--- config.mk ---
export PLATFORM = sky130hd
export DESIGN_NAME = load_store_unit_flat
export DESIGN_NICKNAME = d
export VERILOG_FILES = /design/src/rtl/lsu_pkg.sv /design/src/rtl/lsu_if.sv /design/src/rtl/lsu_byte_lane.sv /design/src/rtl/load_store_unit.sv /design/src/flat_wrapper.sv
export SDC_FILE = /design/constraint.sdc
export NUM_CORES = 1
export LEC_CHECK = 0
export ABC_AREA = 1
export CORE_MARGIN = 3
export CORE_UTILIZATION = 38
export CTS_CLUSTER_DIAMETER = 30
export DETAILED_ROUTE_END_ITERATION = 12
export PLACE_DENSITY = 0.78
export SLEW_MARGIN = 30
export SYNTH_ARGS = -nofsm -noshare
export SYNTH_HDL_FRONTEND = slang
export SYNTH_SLANG_ARGS = --single-unit
--- constraint.sdc ---
create_clock -name clk -period 1.3 [get_ports clk]
set_clock_uncertainty 0.15 [all_clocks]
set_input_delay 0.26 -clock clk [delete_from_list [all_inputs] [get_ports clk]]
set_output_delay 0.26 -clock clk [all_outputs]
set_load 0.02 [all_outputs]
--- src/rtl/lsu_pkg.sv ---
// Shared types and constants for the load/store unit.
package lsu_pkg;
    typedef enum logic [2:0] {IDLE, RD, CAP, WR, RESP} lsu_state_e;

    localparam logic [15:0] LSU_LAST_ADDR = 16'hFFFF;
    localparam int          LSU_BYTE_W    = 8;
endpackage

--- src/rtl/lsu_if.sv ---
// Request/response handshake plus data_memory bus for the load/store unit.
interface lsu_if #(
    parameter int ADDR_W = 16,
    parameter int DATA_W = 16
);
    logic              req_valid;
    logic              req_ready;
    logic              req_we;
    logic              req_byte;
    logic              req_signed;
    logic [ADDR_W-1:0] req_addr;
    logic [DATA_W-1:0] req_wdata;
    logic              resp_valid;
    logic              resp_ready;
    logic [DATA_W-1:0] resp_rdata;
    logic              resp_err;
    logic              mem_re;
    logic              mem_we;
    logic [ADDR_W-1:0] mem_addr;
    logic [DATA_W-1:0] mem_wdata;
    logic [DATA_W-1:0] mem_rdata;

    modport lsu (
        input  req_valid, req_we, req_byte, req_signed, req_addr, req_wdata,
        input  resp_ready, mem_rdata,
        output req_ready, resp_valid, resp_rdata, resp_err,
        output mem_re, mem_we, mem_addr, mem_wdata
    );

    modport tb (
        output req_valid, req_we, req_byte, req_signed, req_addr, req_wdata,
        output resp_ready, mem_rdata,
        input  req_ready, resp_valid, resp_rdata, resp_err,
        input  mem_re, mem_we, mem_addr, mem_wdata
    );
endinterface

--- src/rtl/lsu_byte_lane.sv ---
// Low-byte extraction with sign/zero extension, and byte-store merge into the
// high byte read back from memory.
module lsu_byte_lane
    import lsu_pkg::*;
(
    input  logic [2*LSU_BYTE_W-1:0] rdata,
    input  logic [LSU_BYTE_W-1:0]   wbyte,
    input  logic                    sgn,
    output logic [2*LSU_BYTE_W-1:0] ext,
    output logic [2*LSU_BYTE_W-1:0] merged
);
    assign ext    = {{LSU_BYTE_W{sgn & rdata[LSU_BYTE_W-1]}}, rdata[LSU_BYTE_W-1:0]};
    assign merged = {rdata[2*LSU_BYTE_W-1:LSU_BYTE_W], wbyte};
endmodule

--- src/rtl/load_store_unit.sv ---
// Memory-access stage: one request at a time, byte stores done as read-modify-write.
// Optional macro LSU_ALIGN_CHECK_EN rejects word accesses at odd addresses.
module load_store_unit
    import lsu_pkg::*;
#(
    parameter int ADDR_W = 16,
    parameter int DATA_W = 16
) (
    input  logic clk,
    input  logic reset,
    lsu_if.lsu   bus,
    output logic busy
);
    lsu_state_e        state_q, state_d;
    logic              we_q, we_d;
    logic              byte_q, byte_d;
    logic              sgn_q, sgn_d;
    logic [ADDR_W-1:0] addr_q, addr_d;
    logic [DATA_W-1:0] wdata_q, wdata_d;
    logic [DATA_W-1:0] rdata_q, rdata_d;
    logic              err_q, err_d;
    logic              acc_err;
    logic [DATA_W-1:0] ext_rdata;
    logic [DATA_W-1:0] merged_wdata;

    lsu_byte_lane u_lane (
        .rdata  (bus.mem_rdata),
        .wbyte  (wdata_q[LSU_BYTE_W-1:0]),
        .sgn    (sgn_q),
        .ext    (ext_rdata),
        .merged (merged_wdata)
    );

    // Word accesses need addr+1; at the last address that byte does not exist.
    always_comb begin
        acc_err = !bus.req_byte && (bus.req_addr == ADDR_W'(LSU_LAST_ADDR));
`ifdef LSU_ALIGN_CHECK_EN
        if (!bus.req_byte && bus.req_addr[0]) acc_err = 1'b1;
`endif
    end

    always_comb begin
        state_d = state_q;
        we_d    = we_q;
        byte_d  = byte_q;
        sgn_d   = sgn_q;
        addr_d  = addr_q;
        wdata_d = wdata_q;
        rdata_d = rdata_q;
        err_d   = err_q;
        case (state_q)
            IDLE: if (bus.req_valid) begin
                we_d    = bus.req_we;
                byte_d  = bus.req_byte;
                sgn_d   = bus.req_signed;
                addr_d  = bus.req_addr;
                wdata_d = bus.req_wdata;
                rdata_d = '0;
                err_d   = acc_err;
                if (acc_err)                          state_d = RESP;
                else if (bus.req_we && !bus.req_byte) state_d = WR;
                else                                  state_d = RD;
            end
            RD:  state_d = CAP;
            // Byte store: the merged word replaces the latched store data.
            CAP: if (we_q) begin
                wdata_d = merged_wdata;
                state_d = WR;
            end else begin
                rdata_d = byte_q ? ext_rdata : bus.mem_rdata;
                state_d = RESP;
            end
            WR:   state_d = RESP;
            RESP: if (bus.resp_ready) state_d = IDLE;
            default: state_d = IDLE;
        endcase
    end

    always_ff @(posedge clk) begin
        if (reset) begin
            state_q <= IDLE;
            we_q    <= 1'b0;
            byte_q  <= 1'b0;
            sgn_q   <= 1'b0;
            addr_q  <= '0;
            wdata_q <= '0;
            rdata_q <= '0;
            err_q   <= 1'b0;
        end else begin
            state_q <= state_d;
            we_q    <= we_d;
            byte_q  <= byte_d;
            sgn_q   <= sgn_d;
            addr_q  <= addr_d;
            wdata_q <= wdata_d;
            rdata_q <= rdata_d;
            err_q   <= err_d;
        end
    end

    assign bus.req_ready  = (state_q == IDLE);
    assign bus.resp_valid = (state_q == RESP);
    assign bus.resp_rdata = rdata_q;
    assign bus.resp_err   = err_q;
    assign bus.mem_re     = (state_q == RD);
    assign bus.mem_we     = (state_q == WR);
    assign bus.mem_addr   = (state_q == RD || state_q == WR) ? addr_q : '0;
    assign bus.mem_wdata  = (state_q == WR) ? wdata_q : '0;
    assign busy           = (state_q != IDLE);
endmodule

--- src/flat_wrapper.sv ---
// flat-port wrapper written by rule: the top's interface ports become plain ports
module load_store_unit_flat import lsu_pkg::*;
#(
    parameter int ADDR_W = 16,
    parameter int DATA_W = 16
)
  (clk, reset, busy, bus_req_valid, bus_req_we, bus_req_byte, bus_req_signed, bus_req_addr, bus_req_wdata, bus_resp_ready, bus_mem_rdata, bus_req_ready, bus_resp_valid, bus_resp_rdata, bus_resp_err, bus_mem_re, bus_mem_we, bus_mem_addr, bus_mem_wdata);
  lsu_if #(.ADDR_W(ADDR_W), .DATA_W(DATA_W)) bus_i ();
  input  logic clk;
  input  logic reset;
  output logic busy;
  input wire logic [$bits(bus_i.req_valid)-1:0] bus_req_valid;
  input wire logic [$bits(bus_i.req_we)-1:0] bus_req_we;
  input wire logic [$bits(bus_i.req_byte)-1:0] bus_req_byte;
  input wire logic [$bits(bus_i.req_signed)-1:0] bus_req_signed;
  input wire logic [$bits(bus_i.req_addr)-1:0] bus_req_addr;
  input wire logic [$bits(bus_i.req_wdata)-1:0] bus_req_wdata;
  input wire logic [$bits(bus_i.resp_ready)-1:0] bus_resp_ready;
  input wire logic [$bits(bus_i.mem_rdata)-1:0] bus_mem_rdata;
  output wire logic [$bits(bus_i.req_ready)-1:0] bus_req_ready;
  output wire logic [$bits(bus_i.resp_valid)-1:0] bus_resp_valid;
  output wire logic [$bits(bus_i.resp_rdata)-1:0] bus_resp_rdata;
  output wire logic [$bits(bus_i.resp_err)-1:0] bus_resp_err;
  output wire logic [$bits(bus_i.mem_re)-1:0] bus_mem_re;
  output wire logic [$bits(bus_i.mem_we)-1:0] bus_mem_we;
  output wire logic [$bits(bus_i.mem_addr)-1:0] bus_mem_addr;
  output wire logic [$bits(bus_i.mem_wdata)-1:0] bus_mem_wdata;
  assign bus_i.req_valid = bus_req_valid;
  assign bus_i.req_we = bus_req_we;
  assign bus_i.req_byte = bus_req_byte;
  assign bus_i.req_signed = bus_req_signed;
  assign bus_i.req_addr = bus_req_addr;
  assign bus_i.req_wdata = bus_req_wdata;
  assign bus_i.resp_ready = bus_resp_ready;
  assign bus_i.mem_rdata = bus_mem_rdata;
  assign bus_req_ready = bus_i.req_ready;
  assign bus_resp_valid = bus_i.resp_valid;
  assign bus_resp_rdata = bus_i.resp_rdata;
  assign bus_resp_err = bus_i.resp_err;
  assign bus_mem_re = bus_i.mem_re;
  assign bus_mem_we = bus_i.mem_we;
  assign bus_mem_addr = bus_i.mem_addr;
  assign bus_mem_wdata = bus_i.mem_wdata;
  load_store_unit #(.ADDR_W(ADDR_W), .DATA_W(DATA_W)) u_core (.clk(clk), .reset(reset), .bus(bus_i), .busy(busy));
endmodule
## Word-level counts from Yosys, hierarchy flattened

Index checks and enable logic that the tools add are counted.

- Logic and storage cells: 47
- Output and inout bits: 54
- Bits of input ports: 55
- Bits in registers: 55

- Multiplexer cells: 15
- Reductions and logical operators: 12
- Eq/ne operators: 9
- Bitwise logic cells: 2

Operator list:

| operator | count |
|---|---|
| $mux W16 | 7 |
| $pmux W16 S2 | 2 |
| $eq A16 B16 Y1 const B | 1 |
| $pmux W3 S5 | 1 |
| $mux W3 | 4 |
| $reduce_and A3 Y1 | 3 |
| $eq A3 B2 Y1 const B | 2 |
| $ne A2 B2 Y1 const B | 3 |
| $reduce_and A2 Y1 | 2 |
| $eq A3 B1 Y1 const B | 1 |
| $eq A3 B3 Y1 const B | 1 |
| $logic_not A3 Y1 | 1 |
| $reduce_bool A3 Y1 | 1 |
| $logic_and A1 B1 Y1 | 2 |
| $mux W2 | 1 |
| $ne A2 B1 Y1 const B | 1 |
| $reduce_bool A2 Y1 | 1 |
| $and A1 B1 Y1 | 1 |
| $logic_not A1 Y1 | 1 |
| $logic_or A1 B1 Y1 | 1 |
| $not A1 Y1 | 1 |

## Logic depth before layout (Yosys ltp)

Gate-level depths: netlist (run 1).

- Depth after elaboration: 6
- Gate-level depth with buffers: 9
- Gate-level depth less buffers: 9

## By module

Synthesis (run 1) repeated with hierarchy kept, for this count alone.

- Cells, all modules: 447
- Area total of the unflattened synthesis: 2,874.0 µm²

By module, submodules not included:

| module | sequential area each (µm²) | instances | area an instance (µm²) | cells an instance |
|---|---|---|---|---|
| load_store_unit | 1,101.1 | 1 | 2,633.8 | 414 |
| lsu_byte_lane | 0.0 | 1 | 240.2 | 33 |

## Least setup slack after synthesis (run 1)

No wires, ideal clock.

- Path kind: register to output
- Start: register u_core.state_q[0]
- End: output port bus_mem_wdata[10]
- Arrival: 1.554 ns
- Stages on the path, launching flop included: 6
- Data required time: 0.890 ns
- Slack: -0.664 ns
- Path buffers: 1
- Cells stage by stage: dfxtp_1 > nand2_2 > nor2_1 > inv_1 > buf_2 > nor2_1

- Cells in the longest elaborated chain, start to end: 2

Ends and longest elaborated chain:

| element | line | source |
|---|---|---|
| start: declaration | load_store_unit.sv:14 | `lsu_state_e state_q, state_d;` |
| start signal: assignment | load_store_unit.sv:90 | `state_q <= state_d;` |
| $eq A3 B2 Y1 | -- |  |
| net bus_mem_we | flat_wrapper.sv:25 | `output wire logic [$bits(bus_i.mem_we)-1:0] bus_mem_we;` |
| $mux W16 | load_store_unit.sv:108 | `assign bus.mem_wdata = (state_q == WR) ? wdata_q : '0;` |
| end: declaration | flat_wrapper.sv:27 | `output wire logic [$bits(bus_i.mem_wdata)-1:0] bus_mem_wdata;` |

The timed path passes the listed nets, and every way through them passes these cells.

## Final worst setup path (run 1)

- Start: register u_core.state_q[2]
- End: output port bus_mem_addr[4]

- Cells in the longest elaborated chain, start to end: 3
- Elaborated cells on any way between the ends: 4
- Those cells by class: 2 x eq/ne; 1 x mux; 1 x reduce/logical

Ends and longest elaborated chain:

| element | line | source |
|---|---|---|
| $eq A3 B1 Y1 / $eq A3 B2 Y1 (equally long branches) | load_store_unit.sv:107 | `assign bus.mem_addr = (state_q == RD \|\| state_q == WR) ? addr_q : '0;` |
| $logic_or A1 B1 Y1 (*) | load_store_unit.sv:107 |  |
| $mux W16 (*) | load_store_unit.sv:107 |  |
| end: declaration | flat_wrapper.sv:26 | `output wire logic [$bits(bus_i.mem_addr)-1:0] bus_mem_addr;` |

Every way passes the cells marked *; elsewhere a longest branch is shown, timed or not.

==> results of run 1 <==
-- timing repair --
item                       in CTS  in global routing
gates cloned                    7                  1
gates resized for setup       337                 62
pin swaps                      12                 17
setup endpoints to repair     109                 92
buffers inserted                4                  1
-- logic make-up (layout without fill, tap and decap cells) --
| logic type | after synthesis | in the layout | synth area share [%] |
|---|---|---|---|
| buf+inv | 67 | 236 | 11.7 |
| flops | 55 | 55 | 44.3 |
| simple gates | 128 | 129 | 23.9 |
| compound gates | 93 | 93 | 20.1 |
-- layer usage --
metal	track usage (%)	wire length (um)
met1	26.8	3740
met2	39.9	4510
met3	3.22	387
met4	7.65	191
met5	0	0
-- sequential cells by signal (all words and copies together), names as in the netlist --
| signal | cells |
|---|---|
| u_core.addr_q | 16 |
| u_core.bus.resp_rdata | 16 |
| u_core.wdata_q | 16 |
| u_core.state_q | 3 |
| u_core.bus.resp_err | 1 |
| u_core.byte_q | 1 |
| u_core.sgn_q | 1 |
| u_core.we_q | 1 |
-- per-stage QoR --
step | setup WS, ns | instances | cell area (um2)
3_5_place_dp | -0.574 | 567 | 4180
6_report | -0.406 | 588 | 4870
2_1_floorplan | -0.207 | 343 | 2680
3_3_place_gp | -0.524 | 567 | 4180
4_1_cts | -0.394 | 586 | 4610
5_1_grt | -0.455 | 588 | 4870
-- final cells by class --
cell class                 count  share of cell area [%]
timing repair buffer         175                    34.5
multi-input combinational    222                    33.8
sequential                    55                    22.7
inverter                      52                    4.78
tap                           75                    1.93
clock buffer                   7                    1.77
timing repair inverter         1                   0.334
clock inverter                 1                   0.103
-- worst max-delay path: stages (launching register included) --
cell,delay (ns)
dfxtp_2,0.33
inv_2,0.07
nand2_4,0.06
buf_4,0.21
nor2_1,0.16
buf_4,0.17
-- cell usage after synthesis (4+ instances only) --
master	number	area, um2
clkbuf_1	7	26.3
nand3_1	8	40.0
a211oi_1	8	60.1
dfxtp_1	55	1100
a21oi_1	42	210
o21ai_0	36	180
nor2_1	60	225
buf_2	4	20.0
inv_1	47	176
nand2_4	5	56.3
nand2_1	41	154
nor3_1	5	25.0
-- worst min-delay path by stage --
stage	from	to	slack, ns
after floorplan	bus_req_signed	u_core.sgn_q$_SDFFE_PP0P_	0.24
after global placement	u_core.addr_q[5]$_SDFFE_PP0P_	u_core.addr_q[5]$_SDFFE_PP0P_	0.29
after detailed placement	u_core.addr_q[3]$_SDFFE_PP0P_	u_core.addr_q[3]$_SDFFE_PP0P_	0.29
after CTS	u_core.addr_q[3]$_SDFFE_PP0P_	u_core.addr_q[3]$_SDFFE_PP0P_	0.31
after global routing	u_core.addr_q[3]$_SDFFE_PP0P_	u_core.addr_q[3]$_SDFFE_PP0P_	0.32
final	u_core.addr_q[5]$_SDFFE_PP0P_	u_core.addr_q[5]$_SDFFE_PP0P_	0.31
-- where the power goes --
part	leakage, nW	switching (mW)	internal (mW)
clock network	0.0482	0.560	0.432
registers	0.454	0.119	1.96
logic	1.50	1.70	1.52
==> flow_metrics.env, run 1 <==
export IMPL_crit_path_end="bus_mem_addr[4]"
export IMPL_tns_ns=-31.48
export IMPL_netlist_area_um2=2490
export IMPL_setup_viol=92
export IMPL_viasPerCell=4.99
export IMPL_cts_made_buffers=5
export IMPL_grt_pass1_wl_um=13300
export IMPL_core_area_um2=6130
export IMPL_synth_seq_cells=55
export IMPL_final_cell_mix="57 x buf_4, 54 x clkdlybuf4s50_1, 52 x dfxtp_1"
export IMPL_finalCritPeriodShare_pct=131
export IMPL_grt_max_degree=19
export IMPL_cts_tree="built"
export IMPL_antenna_found_initial=0
export IMPL_endpoint_kind="output pin"
export IMPL_gp_congestion=0.777
export IMPL_synth_ff_type="dfxtp_1"
export IMPL_p_total_mw=6.29
export IMPL_nNetsFinal=567
export IMPL_relSlewSlack_pct=69.0
export IMPL_multi_input_area_um2=1650
export IMPL_start_util_pct=40.6
export IMPL_grt_setup_unrepaired="yes"
export IMPL_path_clk_slew_ns=0.10
export IMPL_cts_hold_buf=0
export IMPL_r2r_end="u_core.wdata_q[9]$_SDFFE_PP0P_"
export IMPL_die_area_um2=7550
export IMPL_synth_edf_count=0
export IMPL_grt_overflow=0
export IMPL_slew_violations=0
export IMPL_io_pins=109
export IMPL_fillers=405
export IMPL_n_antenna_cell=0
export IMPL_hpwlAfterDp_um=5560
export IMPL_min_period_ns=1.71
export IMPL_tightest_slew_ns=0.465
export IMPL_syn_inst=343
export IMPL_drive_above_1_share_pct=48.0
export IMPL_clkLatencyLatePin_ns=0.31
export IMPL_clock_path_buffers=2
export IMPL_seqCellArea_um2=1110
export IMPL_r2r_start="u_core.state_q[0]$_SDFFE_PP0P_"
export IMPL_ant_nets=0
export IMPL_die_w_um=86.9
export IMPL_utilization_pct=79.5
export IMPL_final_common_cell="buf_4"
export IMPL_yosysSeqAreaShare_pct=44.3
export IMPL_drt_iter0_markers=75
export IMPL_clock_fmax_ghz=0.586
export IMPL_drv_cap=0
export IMPL_grtUsageTotal_pct=22.2
export IMPL_ff2ff_setup_slack_ns=-0.38
export IMPL_yosys_warnings=0
export IMPL_htreeDepth=2
export IMPL_firstDrtPassIters=4
export IMPL_worstPathMaxFanout=18
export IMPL_criticalPathCategory="reg2out"
export IMPL_outcome="complete, but fails checks"
export IMPL_cp_startpoint="u_core.state_q[2]$_SDFFE_PP0P_"
export IMPL_vias=2937
export IMPL_fp_row_count=28
export IMPL_cellLeakagePower_nw=2.00
export IMPL_hold_ws_ns=0.307
export IMPL_syn2layout_area_growth_pct=96.0
export IMPL_hold_viol_final=0
export IMPL_clock_sinks=55
export IMPL_ys_types=25
export IMPL_required_ns=0.89
export IMPL_violations="setup timing"
export IMPL_syn_num_nets=398
export IMPL_drc=0
export IMPL_wl_per_cell_um=15.0
export IMPL_arrival_ns=1.30
export IMPL_power_density_nw_per_um2=1290
export IMPL_port_buffer_count=108
export IMPL_ff2ff_path_depth=10
export IMPL_crit_path_start_kind="flip-flop"
export IMPL_routed_wl_um=8830
export IMPL_die_height_um=86.9
export IMPL_grt_pass1_vias=2881
export IMPL_hp_class="reg2reg"
export IMPL_peakVddDrop_uv=986
export IMPL_syn_area_per_cell_um2=7.25
export IMPL_holdPathStages=2
export IMPL_setup_ws_ns=-0.406
export IMPL_cts_root_buf="clkbuf_8"
export IMPL_ys_async_sr_fraction_pct=0
Note: power is estimated with default switching activity, not from simulation.
==> inputs of run 2 (changes only) <==
ABC_AREA = not set   (was 1)
CORE_UTILIZATION = 30   (was 38)
PLACE_DENSITY = 0.65   (was 0.78)
SKIP_LAST_GASP = 1   (was not set)
==> run 2 against run 1 <==
  * The flow still finishes with violations (setup timing)
  * Clock power down 2.5%
  * Hold slack worse by 0.065 ns
  * Sequential power down 8%
  * Synthesized area down 2.0%
==> flow_metrics.env, run 2 <==
export IMPL_met1_usage_pct=23.5
export IMPL_grt_max_degree=28
export IMPL_utilization_pct=62.5
export IMPL_die_w_um=96.1
export IMPL_peakVddDrop_uv=560
export IMPL_grt_pass1_vias=2877
export IMPL_relSlewSlack_pct=47.5
export IMPL_hp_class="in2reg"
export IMPL_clkLatencyLatePin_ns=0.30
export IMPL_syn_num_nets=362
export IMPL_hold_viol_final=0
export IMPL_ant_nets=0
export IMPL_p_total_mw=4.37
export IMPL_ys_types=39
export IMPL_yosys_warnings=0
export IMPL_path_clk_slew_ns=0.10
export IMPL_grt_pass1_wl_um=14000
export IMPL_gp_congestion=0.852
export IMPL_clock_fmax_ghz=0.523
export IMPL_synth_seq_cells=55
export IMPL_criticalPathCategory="reg2reg"
export IMPL_ys_top_cells_by_area="dfxtp_1 45%, nand2_1 11%, a21oi_1 8.8%, and2_1 4.4%, and3_1 4.1%"
export IMPL_top_usage_layer="met2"
export IMPL_tightest_slew_ns=0.783
export IMPL_place_area_um2=3910
export IMPL_worstPathMaxFanout=8
export IMPL_power_density_nw_per_um2=895
export IMPL_clock_sinks=55
export IMPL_cts_root_buf="clkbuf_8"
export IMPL_grtUsageTotal_pct=19.2
export IMPL_met3_usage_pct=4.38
export IMPL_use_met2_pct=34.2
export IMPL_r2r_start="u_core.state_q[0]$_SDFFE_PP0P_"
export IMPL_ys_top_cells_by_count="72 x nand2_1, 55 x dfxtp_1, 43 x a21oi_1, 18 x clkbuf_1"
export IMPL_cp_startpoint="u_core.state_q[0]$_SDFFE_PP0P_"
export IMPL_htreeDepth=2
export IMPL_syn2layout_area_growth_pct=100
export IMPL_ff2ff_path_depth=5
export IMPL_ys_async_sr_fraction_pct=0
export IMPL_drc=0
export IMPL_viasPerCell=5.07
export IMPL_firstDrtPassIters=4
export IMPL_finalCritPeriodShare_pct=147
export IMPL_grt_setup_unrepaired="yes"
export IMPL_yosysSeqAreaShare_pct=45.2
export IMPL_grt_overflow=0
export IMPL_fp_row_count=32
export IMPL_synth_area_leader_cell="dfxtp_1"
export IMPL_crit_path_start_kind="flip-flop"
export IMPL_violations="setup timing"
export IMPL_antenna_found_initial=0
export IMPL_die_height_um=96.1
export IMPL_routed_wl_um=9180
export IMPL_cts_made_buffers=5
export IMPL_drt_iter0_markers=123
export IMPL_wl_per_cell_um=16.6
export IMPL_ff2ff_setup_slack_ns=-0.61
export IMPL_yosysMostFrequentCell="nand2_1"
export IMPL_nNetsFinal=505
export IMPL_syn_inst=307
export IMPL_vias=2805
export IMPL_syn_area_per_cell_um2=7.94
export IMPL_n_antenna_cell=0
export IMPL_crit_path_end="u_core.bus.resp_rdata[8]$_SDFFE_PP0P_"
export IMPL_synth_ff_type="dfxtp_1"
export IMPL_outcome="complete, but fails checks"
export IMPL_cts_tree="built"
export IMPL_final_cell_mix="53 x clkdlybuf4s50_1, 52 x dfxtp_1, 51 x buf_6"
export IMPL_setup_viol=92
export IMPL_drive_above_1_share_pct=56.3
export IMPL_synth_edf_count=0
export IMPL_endpoint_kind="flip-flop"
export IMPL_hpwlAfterDp_um=5670
export IMPL_stdcell_area_um2=4880
export IMPL_yosysTopAreaCellShare_pct=45.2
export IMPL_final_common_cell="clkdlybuf4s50_1"
export IMPL_core_area_um2=7810
export IMPL_io_pins=109
export IMPL_drv_cap=0
export IMPL_arrival_ns=2.01
export IMPL_required_ns=1.40
export IMPL_netlist_area_um2=2440
export IMPL_min_period_ns=1.91
export IMPL_port_buffer_count=108
export IMPL_die_area_um2=9240
export IMPL_start_util_pct=31.2
export IMPL_cts_hold_buf=0
export IMPL_clock_path_buffers=2
export IMPL_setup_ws_ns=-0.613
export IMPL_r2r_end="u_core.bus.resp_rdata[8]$_SDFFE_PP0P_"
export IMPL_slew_violations=0
export IMPL_cellLeakagePower_nw=2.00
==> run 2: cell type report <==
| class | instances | area [um2] |
|---|---|---|
| Fill cell | 641 | 2930 |
| Multi-Input combinational cell | 224 | 1880 |
| Timing Repair Buffer | 161 | 1660 |
| Sequential cell | 55 | 1110 |
| Tap cell | 102 | 128 |
| Clock buffer | 5 | 68.8 |
| Clock inverter | 3 | 20.0 |
| Inverter | 3 | 13.8 |
==> run 2: layer usage <==
layer | wire, um | up-vias
met5 | 0 | -
met4 | 118 | 0
met3 | 532 | 13
met2 | 4690 | 88
met1 | 3830 | 1348
li1 | - | 1356
==> run 2: critical path, cell delays in order (launching register included) <==
cell	delay [ns]
dfxtp_4	0.38
buf_6	0.12
buf_6	0.12
or3b_4	0.37
a2111o_2	0.54
o2bb2ai_1	0.16
==> run 2: stage by stage <==
stage	setup TNS [ns]	worst slack, ns	hold WS, ns	instances
after floorplan	-21.08	-0.452	0.246	307
after global placement	-55.62	-0.806	0.289	527
after detailed placement	-56.55	-0.858	0.293	527
after CTS	-42.84	-0.588	0.204	551
after global routing	-48.49	-0.664	0.250	553
final	-43.66	-0.613	0.243	553
==> run 2: logic make-up (layout without fill, tap and decap cells) <==
| kind of cell | count (synthesis) | count (layout) | share of synthesized area [%] |
|---|---|---|---|
| buffers and inverters | 28 | 172 | 4.78 |
| AND/OR/NAND/NOR | 156 | 156 | 32.5 |
| flip-flops | 55 | 55 | 45.2 |
| AO/OA/AOI/OAI | 67 | 67 | 17.1 |
| multiplexers | 1 | 1 | 0.462 |
==> run 2: how the worst min path moves through the flow <==
stage / from / endpoint / slack (ns) / cells past startpoint
final: reset / u_core.bus.resp_rdata[11]$_SDFFE_PP0P_ / 0.24 / 3
after detailed placement: u_core.wdata_q[6]$_SDFFE_PP0P_ / u_core.wdata_q[6]$_SDFFE_PP0P_ / 0.29 / 2
after floorplan: bus_req_addr[0] / u_core.addr_q[0]$_SDFFE_PP0P_ / 0.25 / 2
after global routing: reset / u_core.bus.resp_rdata[9]$_SDFFE_PP0P_ / 0.25 / 3
after global placement: u_core.addr_q[11]$_SDFFE_PP0P_ / u_core.addr_q[11]$_SDFFE_PP0P_ / 0.29 / 2
after CTS: reset / u_core.state_q[1]$_SDFFE_PP0P_ / 0.20 / 4
==> run 2: repair_timing <==
action	4_1_cts	5_1_grt
pin swaps	96	18
setup buffers	11	4
gates cloned	6	0
setup endpoints to repair	109	94
resized for setup	421	63
==> run 2: report_power, final <==
| part | internal, mW | leakage [nW] | switching, mW |
|---|---|---|---|
| logic | 0.782 | 1.51 | 0.703 |
| registers | 1.80 | 0.452 | 0.113 |
| clock network | 0.377 | 0.0402 | 0.590 |
| total | 2.96 | 2.00 | 1.41 |
==> inputs of run 3 (changes only) <==
CORE_ASPECT_RATIO = 0.8   (was not set)
CORE_UTILIZATION = 26   (was 30)
PLACE_DENSITY = 0.56   (was 0.65)
SYNTH_HIERARCHICAL = 1   (was not set)
==> run 3 against run 2 <==
  * The flow still finishes with violations (setup timing)
  * Total power increased by 37%
  * Worst setup slack better by 0.17 ns
  * Die area up 37%
  * Clock power up 44%
  * Global-route usage is 4.5 points lower
  * Synthesized area up 21%
  * Cell count rose by 9.6%
  * Flip-flop and latch count unchanged
  * Utilization fell by 16 points
  * Critical path type is now reg2out
==> flow_metrics.env, run 3 <==
export IMPL_antenna_found_initial=0
export IMPL_grtUsageTotal_pct=14.7
export IMPL_core_area_um2=10900
export IMPL_synthMuxAreaShare_pct=11.2
export IMPL_synth_top_family_by_area="simple AND/OR/NAND/NOR gates"
export IMPL_grt_overflow=0
export IMPL_cellLeakagePower_nw=2.06
export IMPL_path_cells="nor2b_4 -> buf_12 -> buf_8 -> and3_4 -> buf_6"
export IMPL_utilization_pct=46.6
export IMPL_hp_class="in2reg"
export IMPL_vias=2730
export IMPL_firstDrtPassIters=4
export IMPL_yosys_warnings=6
export IMPL_clock_path_buffers=2
export IMPL_gp_congestion=0.756
export IMPL_nNetsFinal=516
export IMPL_yosysMostFrequentCell="nand2_1"
export IMPL_ys_async_sr_fraction_pct=0
export IMPL_criticalPathCategory="reg2out"
export IMPL_ff2ff_setup_slack_ns=-0.38
export IMPL_slew_violations=0
export IMPL_syn_num_nets=392
export IMPL_drt_iter0_markers=66
export IMPL_viasPerCell=4.50
export IMPL_synth_area_leader_cell="dfxtp_1"
export IMPL_ys_top_cells_by_count="60 x nand2_1, 55 x dfxtp_1, 35 x buf_4, 33 x mux2i_1, 21 x a21oi_1"
export IMPL_wl_per_cell_um=15.4
export IMPL_cts_made_buffers=5
export IMPL_p_total_mw=5.98
export IMPL_grt_setup_unrepaired="yes"
export IMPL_die_area_um2=12600
export IMPL_syn_area_per_cell_um2=8.72
export IMPL_power_density_nw_per_um2=1170
export IMPL_worstPathMaxFanout=10
export IMPL_grt_pass1_wl_um=15100
export IMPL_grt_pass1_vias=2884
export IMPL_synth_seq_cells=55
export IMPL_routed_wl_um=9310
export IMPL_required_ns=0.89
export IMPL_syn2layout_area_growth_pct=73.3
export IMPL_clkLatencyLatePin_ns=0.29
export IMPL_grt_max_degree=37
export IMPL_die_height_um=101
export IMPL_syn_inst=337
export IMPL_hold_viol_final=0
export IMPL_relSlewSlack_pct=60.5
export IMPL_cts_root_buf="clkbuf_16"
export IMPL_cp_slowest_stage_delay_ns=0.37
export IMPL_final_cell_mix="52 x dfxtp_1, 48 x nand2_1, 44 x buf_4"
export IMPL_synth_ff_type="dfxtp_1"
export IMPL_crit_slowest_cell="dfxtp_4"
export IMPL_start_util_pct=26.9
export IMPL_final_common_cell="dfxtp_1"
export IMPL_outcome="complete, but fails checks"
export IMPL_htreeDepth=2
export IMPL_fp_row_count=34
export IMPL_endpoint_kind="output pin"
export IMPL_synth_xor_area_share_pct=0
export IMPL_clock_sinks=55
export IMPL_synthSimpleGateAreaFrac_pct=22.3
export IMPL_peakVddDrop_uv=654
export IMPL_cts_tree="built"
export IMPL_io_pins=109
export IMPL_synthAdderAreaFrac_pct=0
export IMPL_hpwlAfterDp_um=5870
export IMPL_crit_path_start_kind="flip-flop"
export IMPL_synth_edf_count=0
export IMPL_ys_top_cells_by_area="dfxtp_1 37%, mux2i_1 11%, buf_4 8.9%, nand2_1 7.7%, a211oi_2 6.0%"
export IMPL_drive_above_1_share_pct=49.8
export IMPL_synth_compound_area_share_pct=15.3
export IMPL_n_antenna_cell=0
export IMPL_die_w_um=125
export IMPL_arrival_ns=1.34
export IMPL_drv_cap=0
export IMPL_setup_ws_ns=-0.447
export IMPL_netlist_area_um2=2940
export IMPL_drc=0
export IMPL_port_buffer_count=108
export IMPL_yosysSeqAreaShare_pct=37.5
export IMPL_path_clk_slew_ns=0.08
export IMPL_tightest_slew_ns=0.592
export IMPL_clock_fmax_ghz=0.572
export IMPL_setup_viol=92
export IMPL_finalCritPeriodShare_pct=134
export IMPL_min_period_ns=1.75
export IMPL_yosysTopAreaCellShare_pct=37.5
export IMPL_hold_ws_ns=0.168
export IMPL_ys_types=33
export IMPL_ant_nets=0
export IMPL_cts_hold_buf=0
export IMPL_violations="setup timing"
[run 3: timing repair]
item	4_1_cts	5_1_grt
pin swaps	47	7
gates resized for setup	363	26
setup endpoints to repair	109	93
cloned	9	1
buffers inserted	17	3
[run 3: cells by family after synthesis]
logic type	after synthesis
multiplexers	33
buffers and inverters	59
AO/OA/AOI/OAI	60
flip-flops	55
AND/OR/NAND/NOR	130
[run 3: final timing paths]
kind                                    startpoint                                    end  depth (start not counted)
max                 u_core/state_q[2]$_SDFFE_PP0P_                       bus_mem_wdata[0]                          5
min                                          reset               u_core/we_q$_SDFFE_PP0P_                          3
max reg2reg         u_core/state_q[2]$_SDFFE_PP0P_        u_core/wdata_q[15]$_SDFFE_PP0P_                          6
min reg2reg  u_core/bus.resp_rdata[7]$_SDFFE_PP0P_  u_core/bus.resp_rdata[7]$_SDFFE_PP0P_                          2
[run 3: cell type report]
class	instances	area, um2
fillers	1041	5840
repair buffers	173	1820
clock buffers	5	125
well taps	144	180
clock inverters	3	27.5
inverters	3	11.3
flip-flops and latches	55	1110
multi-input cells	223	1820
[run 3: report_power, final]
part / internal, mW / total (mW) / switching [mW]
registers: 1.88 / 1.99 / 0.112
logic: 1.43 / 2.60 / 1.17
clock network: 0.733 / 1.39 / 0.654
total: 4.04 / 5.98 / 1.94
[run 3: through the flow]
| step | setup slack, ns | TNS (ns) | instance area [um2] | cells |
|---|---|---|---|---|
| after floorplan | -0.215 | -12.03 | 3120 | 337 |
| after global placement | -0.675 | -52.23 | 4290 | 571 |
| after detailed placement | -0.722 | -54.81 | 4290 | 571 |
| after CTS | -0.461 | -33.09 | 4950 | 604 |
| after global routing | -0.519 | -39.67 | 5090 | 606 |
| final | -0.447 | -33.18 | 5090 | 606 |
[run 3: layer usage]
| layer | track usage (%) | routed length [um] | up-vias | share of wire, % |
|---|---|---|---|---|
| met5 | 0 | 0 | - | 0 |
| met3 | 4.71 | 597 | 2 | 6.4 |
| met4 | 1.50 | 25 | 0 | 0.27 |
| met1 | 19.8 | 4530 | 1297 | 49 |
| met2 | 23.9 | 4160 | 62 | 45 |
| li1 | - | - | 1369 | - |
[run 3: worst max-delay path, delay by kind of cell, from the launching register on]
| family | cells | cell delay (ns) |
|---|---|---|
| flops | 1 | 0.37 |
| buf+inv | 3 | 0.36 |
| simple gates | 2 | 0.33 |
